**src/rtl/uart_rx_frame_controller_if.sv**
```systemverilog
// Bundles the receive-side byte stream and the display-side handshake of the UART RX frame
// controller.
//
// Signals:
//   Rx_DATA, Rx_VALID, Rx_FERROR, Rx_PERROR - byte and flags from the receive validation stage
//   disp_ready                              - display driver has latched disp_word
//   disp_word, disp_load                    - assembled frame and its frame-available request
//   frame_err, err_count, busy              - error pulse, saturating error count, non-idle flag
//
// Modports:
//   master - drives the byte stream and disp_ready (the receiver/display environment)
//   slave  - the frame controller itself
interface uart_rx_frame_controller_if;
    logic [7:0]  Rx_DATA;
    logic        Rx_VALID;
    logic        Rx_FERROR;
    logic        Rx_PERROR;
    logic        disp_ready;
    logic [15:0] disp_word;
    logic        disp_load;
    logic        frame_err;
    logic [3:0]  err_count;
    logic        busy;

    modport master (
        output Rx_DATA, Rx_VALID, Rx_FERROR, Rx_PERROR, disp_ready,
        input  disp_word, disp_load, frame_err, err_count, busy
    );

    modport slave (
        input  Rx_DATA, Rx_VALID, Rx_FERROR, Rx_PERROR, disp_ready,
        output disp_word, disp_load, frame_err, err_count, busy
    );
endinterface

```
**src/rtl/uart_rx_frame_controller.sv**
```systemverilog
// Assembles pairs of received UART bytes (high byte first) into a 16-bit word for a 4-digit
// 7-segment display, with a timeout between the two bytes, overrun detection while a frame is
// waiting for the display, and a saturating error counter.
//
// Ports:
//   clk   - system clock, all state updates on the rising edge
//   reset - asynchronous, active-high reset
//   bus   - slave side of uart_rx_frame_controller_if (byte stream in, display handshake out)
//
// Parameters:
//   TIMEOUT_CYCLES - max clk cycles allowed in WAIT_LO between the high and low byte
module uart_rx_frame_controller #(
    parameter logic [15:0] TIMEOUT_CYCLES = 16'd50000
) (
    input logic                         clk,
    input logic                         reset,
    uart_rx_frame_controller_if.slave   bus
);

    typedef enum logic [1:0] {
        StIdle,
        StWaitLo,
        StPresent,
        StErr
    } state_e;

    state_e      state_q, state_d;
    logic        valid_q;
    logic [7:0]  high_q, high_d;
    logic [15:0] word_q, word_d;
    logic [15:0] tmo_q, tmo_d;
    logic [3:0]  err_q, err_d;
    logic        err_inc;
    logic        byte_event;
    logic        bad_byte;
    logic        disp_load;
    logic        frame_err;

    // Rising edge of Rx_VALID: one event per high period regardless of its length.
    assign byte_event = bus.Rx_VALID & ~valid_q;
    assign bad_byte   = bus.Rx_FERROR | bus.Rx_PERROR;

    always_ff @(posedge clk or posedge reset) begin
        if (reset) begin
            state_q <= StIdle;
            valid_q <= 1'b0;
            high_q  <= 8'h00;
            word_q  <= 16'h0000;
            tmo_q   <= 16'h0000;
            err_q   <= 4'h0;
        end else begin
            state_q <= state_d;
            valid_q <= bus.Rx_VALID;
            high_q  <= high_d;
            word_q  <= word_d;
            tmo_q   <= tmo_d;
            err_q   <= err_d;
        end
    end

    always_comb begin
        state_d   = state_q;
        high_d    = high_q;
        word_d    = word_q;
        tmo_d     = tmo_q;
        err_inc   = 1'b0;
        disp_load = 1'b0;
        frame_err = 1'b0;

        unique case (state_q)
            StIdle: begin
                if (byte_event) begin
                    if (bad_byte) begin
                        state_d = StErr;
                    end else begin
                        high_d  = bus.Rx_DATA;
                        tmo_d   = 16'h0000;
                        state_d = StWaitLo;
                    end
                end
            end
            StWaitLo: begin
                // A byte arriving in the timeout cycle wins over the timeout.
                if (byte_event) begin
                    if (bad_byte) begin
                        state_d = StErr;
                    end else begin
                        word_d  = {high_q, bus.Rx_DATA};
                        state_d = StPresent;
                    end
                end else if (tmo_q == TIMEOUT_CYCLES - 16'd1) begin
                    state_d = StErr;
                end else begin
                    tmo_d = tmo_q + 16'd1;
                end
            end
            StPresent: begin
                disp_load = 1'b1;
                if (bus.disp_ready) begin
                    if (byte_event && bad_byte) begin
                        state_d = StErr;
                    end else if (byte_event) begin
                        // Display takes the frame while the next high byte arrives.
                        high_d  = bus.Rx_DATA;
                        tmo_d   = 16'h0000;
                        state_d = StWaitLo;
                    end else begin
                        state_d = StIdle;
                    end
                end else if (byte_event) begin
                    // Overrun: the pending frame is kept, the new byte is dropped.
                    frame_err = 1'b1;
                    err_inc   = 1'b1;
                end
            end
            StErr: begin
                // Byte events here are deliberately ignored.
                frame_err = 1'b1;
                state_d   = StIdle;
            end
            default: begin
                state_d = StIdle;
            end
        endcase

        if (state_d == StErr && state_q != StErr) begin
            err_inc = 1'b1;
        end

        err_d = (err_inc && err_q != 4'hF) ? err_q + 4'h1 : err_q;
    end

    assign bus.disp_word = word_q;
    assign bus.disp_load = disp_load;
    assign bus.frame_err = frame_err;
    assign bus.err_count = err_q;
    assign bus.busy      = (state_q != StIdle);

endmodule
```
**src/flat_wrapper.sv**
```systemverilog
// flat-port wrapper written by rule: the top's interface ports become plain ports
module uart_rx_frame_controller_flat 
#(
    parameter logic [15:0] TIMEOUT_CYCLES = 16'd50000
)
  (clk, reset, bus_Rx_DATA, bus_Rx_VALID, bus_Rx_FERROR, bus_Rx_PERROR, bus_disp_ready, bus_disp_word, bus_disp_load, bus_frame_err, bus_err_count, bus_busy);
  uart_rx_frame_controller_if bus_i ();
  input logic clk;
  input logic reset;
  input wire logic [$bits(bus_i.Rx_DATA)-1:0] bus_Rx_DATA;
  input wire logic [$bits(bus_i.Rx_VALID)-1:0] bus_Rx_VALID;
  input wire logic [$bits(bus_i.Rx_FERROR)-1:0] bus_Rx_FERROR;
  input wire logic [$bits(bus_i.Rx_PERROR)-1:0] bus_Rx_PERROR;
  input wire logic [$bits(bus_i.disp_ready)-1:0] bus_disp_ready;
  output wire logic [$bits(bus_i.disp_word)-1:0] bus_disp_word;
  output wire logic [$bits(bus_i.disp_load)-1:0] bus_disp_load;
  output wire logic [$bits(bus_i.frame_err)-1:0] bus_frame_err;
  output wire logic [$bits(bus_i.err_count)-1:0] bus_err_count;
  output wire logic [$bits(bus_i.busy)-1:0] bus_busy;
  assign bus_i.Rx_DATA = bus_Rx_DATA;
  assign bus_i.Rx_VALID = bus_Rx_VALID;
  assign bus_i.Rx_FERROR = bus_Rx_FERROR;
  assign bus_i.Rx_PERROR = bus_Rx_PERROR;
  assign bus_i.disp_ready = bus_disp_ready;
  assign bus_disp_word = bus_i.disp_word;
  assign bus_disp_load = bus_i.disp_load;
  assign bus_frame_err = bus_i.frame_err;
  assign bus_err_count = bus_i.err_count;
  assign bus_busy = bus_i.busy;
  uart_rx_frame_controller #(.TIMEOUT_CYCLES(TIMEOUT_CYCLES)) u_core (.clk(clk), .reset(reset), .bus(bus_i));
endmodule
```
**config.mk**
```make
export PLATFORM = sky130hd
export DESIGN_NAME = uart_rx_frame_controller_flat
export DESIGN_NICKNAME = d
export VERILOG_FILES = /design/src/rtl/uart_rx_frame_controller_if.sv /design/src/rtl/uart_rx_frame_controller.sv /design/src/flat_wrapper.sv
export SDC_FILE = /design/constraint.sdc
export NUM_CORES = 1
export LEC_CHECK = 0
export ABC_CLOCK_PERIOD_IN_PS = 2500
export BUFFER_PORTS_ARGS = -buffer_cell sky130_fd_sc_hd__buf_2
export CAP_MARGIN = 40
export CORE_MARGIN = 3
export CORE_UTILIZATION = 35
export CTS_CLUSTER_DIAMETER = 80
export DETAILED_ROUTE_END_ITERATION = 10
export GPL_ROUTABILITY_DRIVEN = 1
export MAX_ROUTING_LAYER = met4
export SLEW_MARGIN = 25
export SYNTH_ARGS = -nofsm -noshare
export SYNTH_HDL_FRONTEND = slang
export SYNTH_SLANG_ARGS = --single-unit
```
**constraint.sdc**
```tcl
create_clock -name clk -period 2.5 [get_ports clk]
set_clock_uncertainty 0.15 [all_clocks]
set_input_delay 0 -clock clk [delete_from_list [all_inputs] [get_ports clk]]
set_output_delay 0 -clock clk [all_outputs]
set_load 0.005 [all_outputs]
```
==> flow_metrics.tcl, run 1 <==
set metrics [dict create \
    status "finished clean" \
    clock_sinks 47 \
    rsz0062_at_grt "no" \
    antenna_found_initial 0 \
    worst_pin_slew_ns 0.5541 \
    drtIter0Drc 74 \
    report.final.hold_viol_count 0 \
    synth_top_area_cell "dfrtp_1" \
    cp.arrival_ns 2.31 \
    grt_pass1_vias 1646 \
    regToRegSetupSlack_ns 0.36 \
    num_vias 1564 \
    io_buffers 36 \
    critPathRequiredTime_ns 2.53 \
    synth_ff_type "dfrtp_1" \
    n_fill_cell 536 \
    h-tree-depth 2 \
    insertion_delay_ns 0.29 \
    critPathMaxFanout 12 \
    syn_avg_cell_area_um2 10.69 \
    grt_pass1_wl_mm 7.472 \
    grt-ovfl-total 0 \
    rows 27 \
    finalSetupViolCount 0 \
    ys_seq_area_share_pct 55.56 \
    synth_cells 198 \
    die_x_um 83.78 \
    ir_drop_uv 534.3 \
    grt_usage_pct 13.03 \
    grt_use_met1_pct 16.91 \
    ios 37 \
    ys_seq_elements 47 \
    die_area_um2 7018 \
    cts.clk_slew.worst_paths_ns 0.09 \
    fin_nets 269 \
    syn_nets 214 \
    ys_types 35 \
    area_growth_pct 26.42 \
    ys_top_cells_by_area "dfrtp_1 (56%), mux2_2 (8.5%), nand2_1 (6.7%), xnor2_1 (4.6%), nor2_1 (3.2%)" \
    drive_above_1_share_pct 29.53 \
    die_y_um 83.78 \
    power_density_nw_per_um2 918.1 \
    cap_viol_max_count 0 \
    busiest_layer "met2" \
    diodes 0 \
    met2_usage_pct 20.32 \
    cts.repair.resized 0 \
    gr-usage-met3_pct 3.060 \
    gp_congestion 0.7646 \
    grt_start_max_net_pins 21 \
    leakage_nw 1.297 \
    core_area_um2 5675 \
    r2r_cells 5 \
    critPathKind "input port to flip-flop" \
    synth_edf_count 0 \
    endpoint_kind "flip-flop" \
    start_util_pct 37.30 \
    r2r-start "u_core.tmo_q[7]" \
    max-slew-margin-rel_pct 63.06 \
    reg2reg_to "u_core.bus.err_count[1]" \
    layout_setup_ws_ns 0.2257 \
    drc_errors 0 \
    multi_input_area_um2 903.4 \
    post-place-ws_ns 0.3715 \
    root_buffer "clkbuf_8" \
    seq_area_um2 1176 \
    cts_buffers 5 \
    ant_nets 0 \
    cts_tree "built" \
    power_mw 2.457 \
    dr.pass1.iters 5 \
    vias_per_cell 4.798 \
    hold_slack_ns 0.06723 \
    min_period_over_period_pct 90.97 \
    min_period_ns 2.274 \
    cp-start-kind "input port" \
    fmax_mhz 439.7 \
    hold_class "input port to async pin" \
    dp_hpwl_mm 2.926 \
    wl_per_cell_um 12.83 \
    place_area_um2 2410 \
    synthArstFlopShare_pct 100.0 \
    slew_violations 0 \
    synth_area_um2 2117 \
    synth_top_area_share_pct 55.56 \
    yosys_warnings 0 \
    fin_area_um2 2676 \
    wl_mm 4.181 \
    tns_ns 0 \
    clock_path_buffers 2 \
]
## area by class of cell
| type | count | area share [%] |
|---|---|---|
| clock buffer | 5 | 2.571 |
| clock inverter | 3 | 2.525 |
| multi-input combinational | 140 | 33.75 |
| timing repair buffer | 55 | 13.28 |
| sequential | 47 | 43.95 |
| inverter | 4 | 0.5610 |
| tap | 72 | 3.366 |
## per-layer routing
layer  routed length (um)  vias to the layer above
met5                    0                        -
li1                     -                      780
met4                   19                        0
met2                 1960                       32
met3                  195                        2
met1                 2006                      750
## cells by family (layout without fill, tap and decap cells)
logic type | after synthesis | after routing | synth area share, %
and+or+nand+nor | 93 | 93 | 21.45
DFF | 47 | 47 | 55.56
muxes | 20 | 20 | 10.64
AOI/OAI and AO/OA | 14 | 14 | 4.611
xor gates and xnor gates | 11 | 11 | 4.551
buffers and inverters | 11 | 67 | 2.009
adders and majority gates | 2 | 2 | 1.182
## power by group
group,internal (mW),switching [mW],total [mW]
Sequential,0.999,0.165,1.16
Clock,0.399,0.258,0.657
Combinational,0.352,0.284,0.637
Total,1.75,0.707,2.46
## cell usage in the layout, fill, tap and decap left out, types with 3 or more instances in the layout
cell / synthesis / layout
dfrtp_1: 47 / 47
nand2_1: 38 / 38
buf_2: 1 / 36
nor2_1: 18 / 18
mux2_2: 16 / 16
dlygate4sd3_1: 0 / 13
xnor2_1: 11 / 11
nand3_1: 7 / 7
nor3_1: 7 / 6
buf_4: 0 / 6
clkbuf_8: 0 / 5
nor2b_1: 4 / 4
a21oi_1: 4 / 4
o21ai_0: 4 / 4
inv_1: 4 / 3
and3_1: 3 / 3
mux2i_1: 3 / 3
## how the worst max path moves through the flow
stage | from | endpoint | slack, ns
after floorplan | u_core.tmo_q[7] | u_core.bus.err_count[1] | 0.31
after global placement | u_core.tmo_q[7] | u_core.bus.err_count[1] | 0.40
after detailed placement | u_core.tmo_q[7] | u_core.bus.err_count[1] | 0.37
after CTS | bus_Rx_FERROR | u_core.tmo_q[5] | 0.23
after global routing | bus_Rx_FERROR | u_core.tmo_q[6] | 0.08
final | bus_Rx_FERROR | u_core.tmo_q[5] | 0.23
## synth_stat cells, types with 2 or more instances
library cell	n
a21oi_1	4
nand3_1	7
nor2b_1	4
mux2_2	16
nand2_1	38
and3_1	3
inv_1	4
xnor2_1	11
nor3_1	7
nor3b_1	2
dfrtp_1	47
or3_1	2
nor4_1	2
mux2i_1	3
o21ai_0	4
ha_1	2
nor2_1	18
nand4_1	2
clkbuf_1	6
## state kept, by name, indices dropped and copies added (netlist names)
name,cells
u_core.bus.disp_word,16
u_core.bus.err_count,4
u_core.valid_q,1
u_core.high_q,8
u_core.state_q,2
u_core.tmo_q,16
## repair_timing
item | 4_1_cts | 5_1_grt
endpoints found under the hold margin | 66 | 0
setup buffers | 0 | 0
hold buffers | 13 | 0
## worst max-delay path, cell delays in order
cell and delay (ns):
dlygate4sd3_1 0.53, buf_2 0.12, nor2_1 0.11, dlygate4sd3_1 0.58, nand2_1 0.10, or3_1 0.63
nand2_1 0.16, mux2i_1 0.08
## through the flow
stage	std cells	utilization, %
finish	326	47.16
global route	326	47.16
CTS	326	47.16
detailed placement	305	42.46
floorplan	198	-
global placement	305	42.46
Note: power is estimated with default switching activity, not from simulation.
==> run 2: changes to the inputs <==
--- a/config.mk
+++ b/config.mk
@@ -5,15 +5,16 @@
 export SDC_FILE = /design/constraint.sdc
 export NUM_CORES = 1
 export LEC_CHECK = 0
-export ABC_CLOCK_PERIOD_IN_PS = 2500
+export ABC_CLOCK_PERIOD_IN_PS = 2100
 export BUFFER_PORTS_ARGS = -buffer_cell sky130_fd_sc_hd__buf_2
 export CAP_MARGIN = 40
 export CORE_MARGIN = 3
-export CORE_UTILIZATION = 35
+export CORE_UTILIZATION = 55
 export CTS_CLUSTER_DIAMETER = 80
 export DETAILED_ROUTE_END_ITERATION = 10
 export GPL_ROUTABILITY_DRIVEN = 1
 export MAX_ROUTING_LAYER = met4
+export PLACE_DENSITY = 0.79
 export SLEW_MARGIN = 25
 export SYNTH_ARGS = -nofsm -noshare
 export SYNTH_HDL_FRONTEND = slang
==> constraint.sdc (replaced) <==
create_clock -name clk -period 2.1 [get_ports clk]
set_clock_uncertainty 0.15 [all_clocks]
set_input_delay 0 -clock clk [delete_from_list [all_inputs] [get_ports clk]]
set_output_delay 0 -clock clk [all_outputs]
set_load 0.005 [all_outputs]
==> flow_metrics.tcl, run 2 (same netlist as run 1, synthesis figures left out) <==
set metrics [dict create \
    status "finished clean" \
    grt-ovfl-total 0 \
    rsz0062_at_grt "no" \
    slew_violations 0 \
    gp_congestion 0.8195 \
    grt_usage_pct 22.00 \
    area_growth_pct 24.65 \
    min_period_ns 1.986 \
    grt_pass1_vias 1677 \
    regToRegSetupSlack_ns 0.11 \
    critPathRequiredTime_ns 2.14 \
    die_x_um 68.04 \
    wl_mm 4.328 \
    dp_hpwl_mm 2.988 \
    r2r_cells 5 \
    most-common-layout-cells "dfrtp_1 (47), nand2_1 (38), buf_2 (36), nor2_1 (18), mux2_2 (16)" \
    fin_nets 274 \
    cts_buffers 5 \
    report.final.hold_viol_count 0 \
    tns_ns 0 \
    antenna_found_initial 0 \
    ios 37 \
    cts.repair.resized 0 \
    io_buffers 36 \
    num_vias 1630 \
    fmax_mhz 503.6 \
    finalSetupViolCount 0 \
    insertion_delay_ns 0.30 \
    placed_cells_incl_taps 283 \
    cts.clk_slew.worst_paths_ns 0.08 \
    cts_tree "built" \
    cp.arrival_ns 2.02 \
    wl_per_cell_um 14.24 \
    rows 21 \
    max-slew-margin-rel_pct 61.93 \
    core_area_um2 3521 \
    r2r-start "u_core.tmo_q[7]" \
    dr.pass1.iters 4 \
    reg2reg_to "u_core.bus.err_count[1]" \
    final_common_cell "dfrtp_1" \
    leakage_nw 1.304 \
    h-tree-depth 2 \
    diodes 0 \
    vias_per_cell 5.362 \
    worst_pin_slew_ns 0.5702 \
    critPathMaxFanout 5 \
    drive_above_1_share_pct 30.62 \
    root_buffer "clkbuf_8" \
    die_y_um 68.04 \
    drtIter0Drc 78 \
    min_period_over_period_pct 94.55 \
    clock_sinks 47 \
    hold_class "input port to async pin" \
    endpoint_kind "flip-flop" \
    cp-start-kind "flip-flop" \
    ant_nets 0 \
    cap_viol_max_count 0 \
    grt_pass1_wl_mm 7.438 \
    start_util_pct 60.13 \
    die_area_um2 4629 \
    grt_start_max_net_pins 30 \
    critPathKind "flip-flop to flip-flop" \
    power_density_nw_per_um2 1039 \
    clock_path_buffers 2 \
    ir_drop_uv 722.8 \
    drc_errors 0 \
    fin_cells 304 \
]
## run 2: routing by layer
layer | routed length [um] | vias up | share of wire [%] | GRT usage [%]
met3 | 223 | 9 | 5.2 | 5.090
li1 | - | 786 | - | -
met1 | 1843 | 799 | 43 | 26.70
met2 | 2194 | 36 | 51 | 36.58
met4 | 67 | 0 | 1.5 | 6.700
met5 | 0 | - | 0 | -
## run 2: worst max-delay path, stage by stage (launching register included)
cell	delay, ns
dfrtp_1	0.42
or4_4	0.55
nor4_4	0.18
a31o_4	0.22
nand2_2	0.07
mux2_4	0.29
## run 2: layout make-up
cell class	count	area (um^2)
flip-flops and latches	47	1176
multi-input cells	140	905.9
clock inverters	1	8.758
repair buffers	60	392.9
inverters	4	15.01
fillers	258	882.1
well taps	46	57.56
clock buffers	6	82.58
## run 2: metrics by stage
stage          setup WS, ns  cell area (um^2)  utilization (%)  power (mW)  hold slack [ns]
6_report             0.1144              2639            74.95       2.740           0.1522
5_1_grt             0.05060              2639            74.95       2.952           0.2193
4_1_cts              0.1127              2631            74.73       2.754           0.1651
3_5_place_dp         0.1267              2410            68.44       2.181         -0.05978
3_3_place_gp         0.1422              2410            68.44       2.138         -0.05856
2_1_floorplan       0.03012              2120                -       1.835          -0.1186
## run 2: how the worst max path moves through the flow
| stage | slack (ns) | cells past startpoint | startpoint | endpoint |
|---|---|---|---|---|
| after floorplan | 0.03 | 5 | u_core.tmo_q[7] | u_core.bus.err_count[1] |
| after global placement | 0.14 | 5 | u_core.tmo_q[7] | u_core.bus.err_count[1] |
| after detailed placement | 0.13 | 5 | u_core.tmo_q[7] | u_core.bus.err_count[1] |
| after CTS | 0.11 | 5 | u_core.tmo_q[7] | u_core.bus.err_count[1] |
| after global routing | 0.05 | 5 | u_core.tmo_q[7] | u_core.bus.err_count[1] |
| final | 0.11 | 5 | u_core.tmo_q[7] | u_core.bus.err_count[1] |
## run 2: timing repair
item / CTS / global route
hold endpoints to repair: 46 / 0
setup buffers: 0 / 1
hold buffers: 13 / 0
endpoints found under the setup margin: 0 / 1
## run 2: power by group
part           internal, mW  switching (mW)
Clock                 0.265           0.290
Sequential             1.19           0.190
Combinational         0.436           0.369
Total                  1.89           0.849
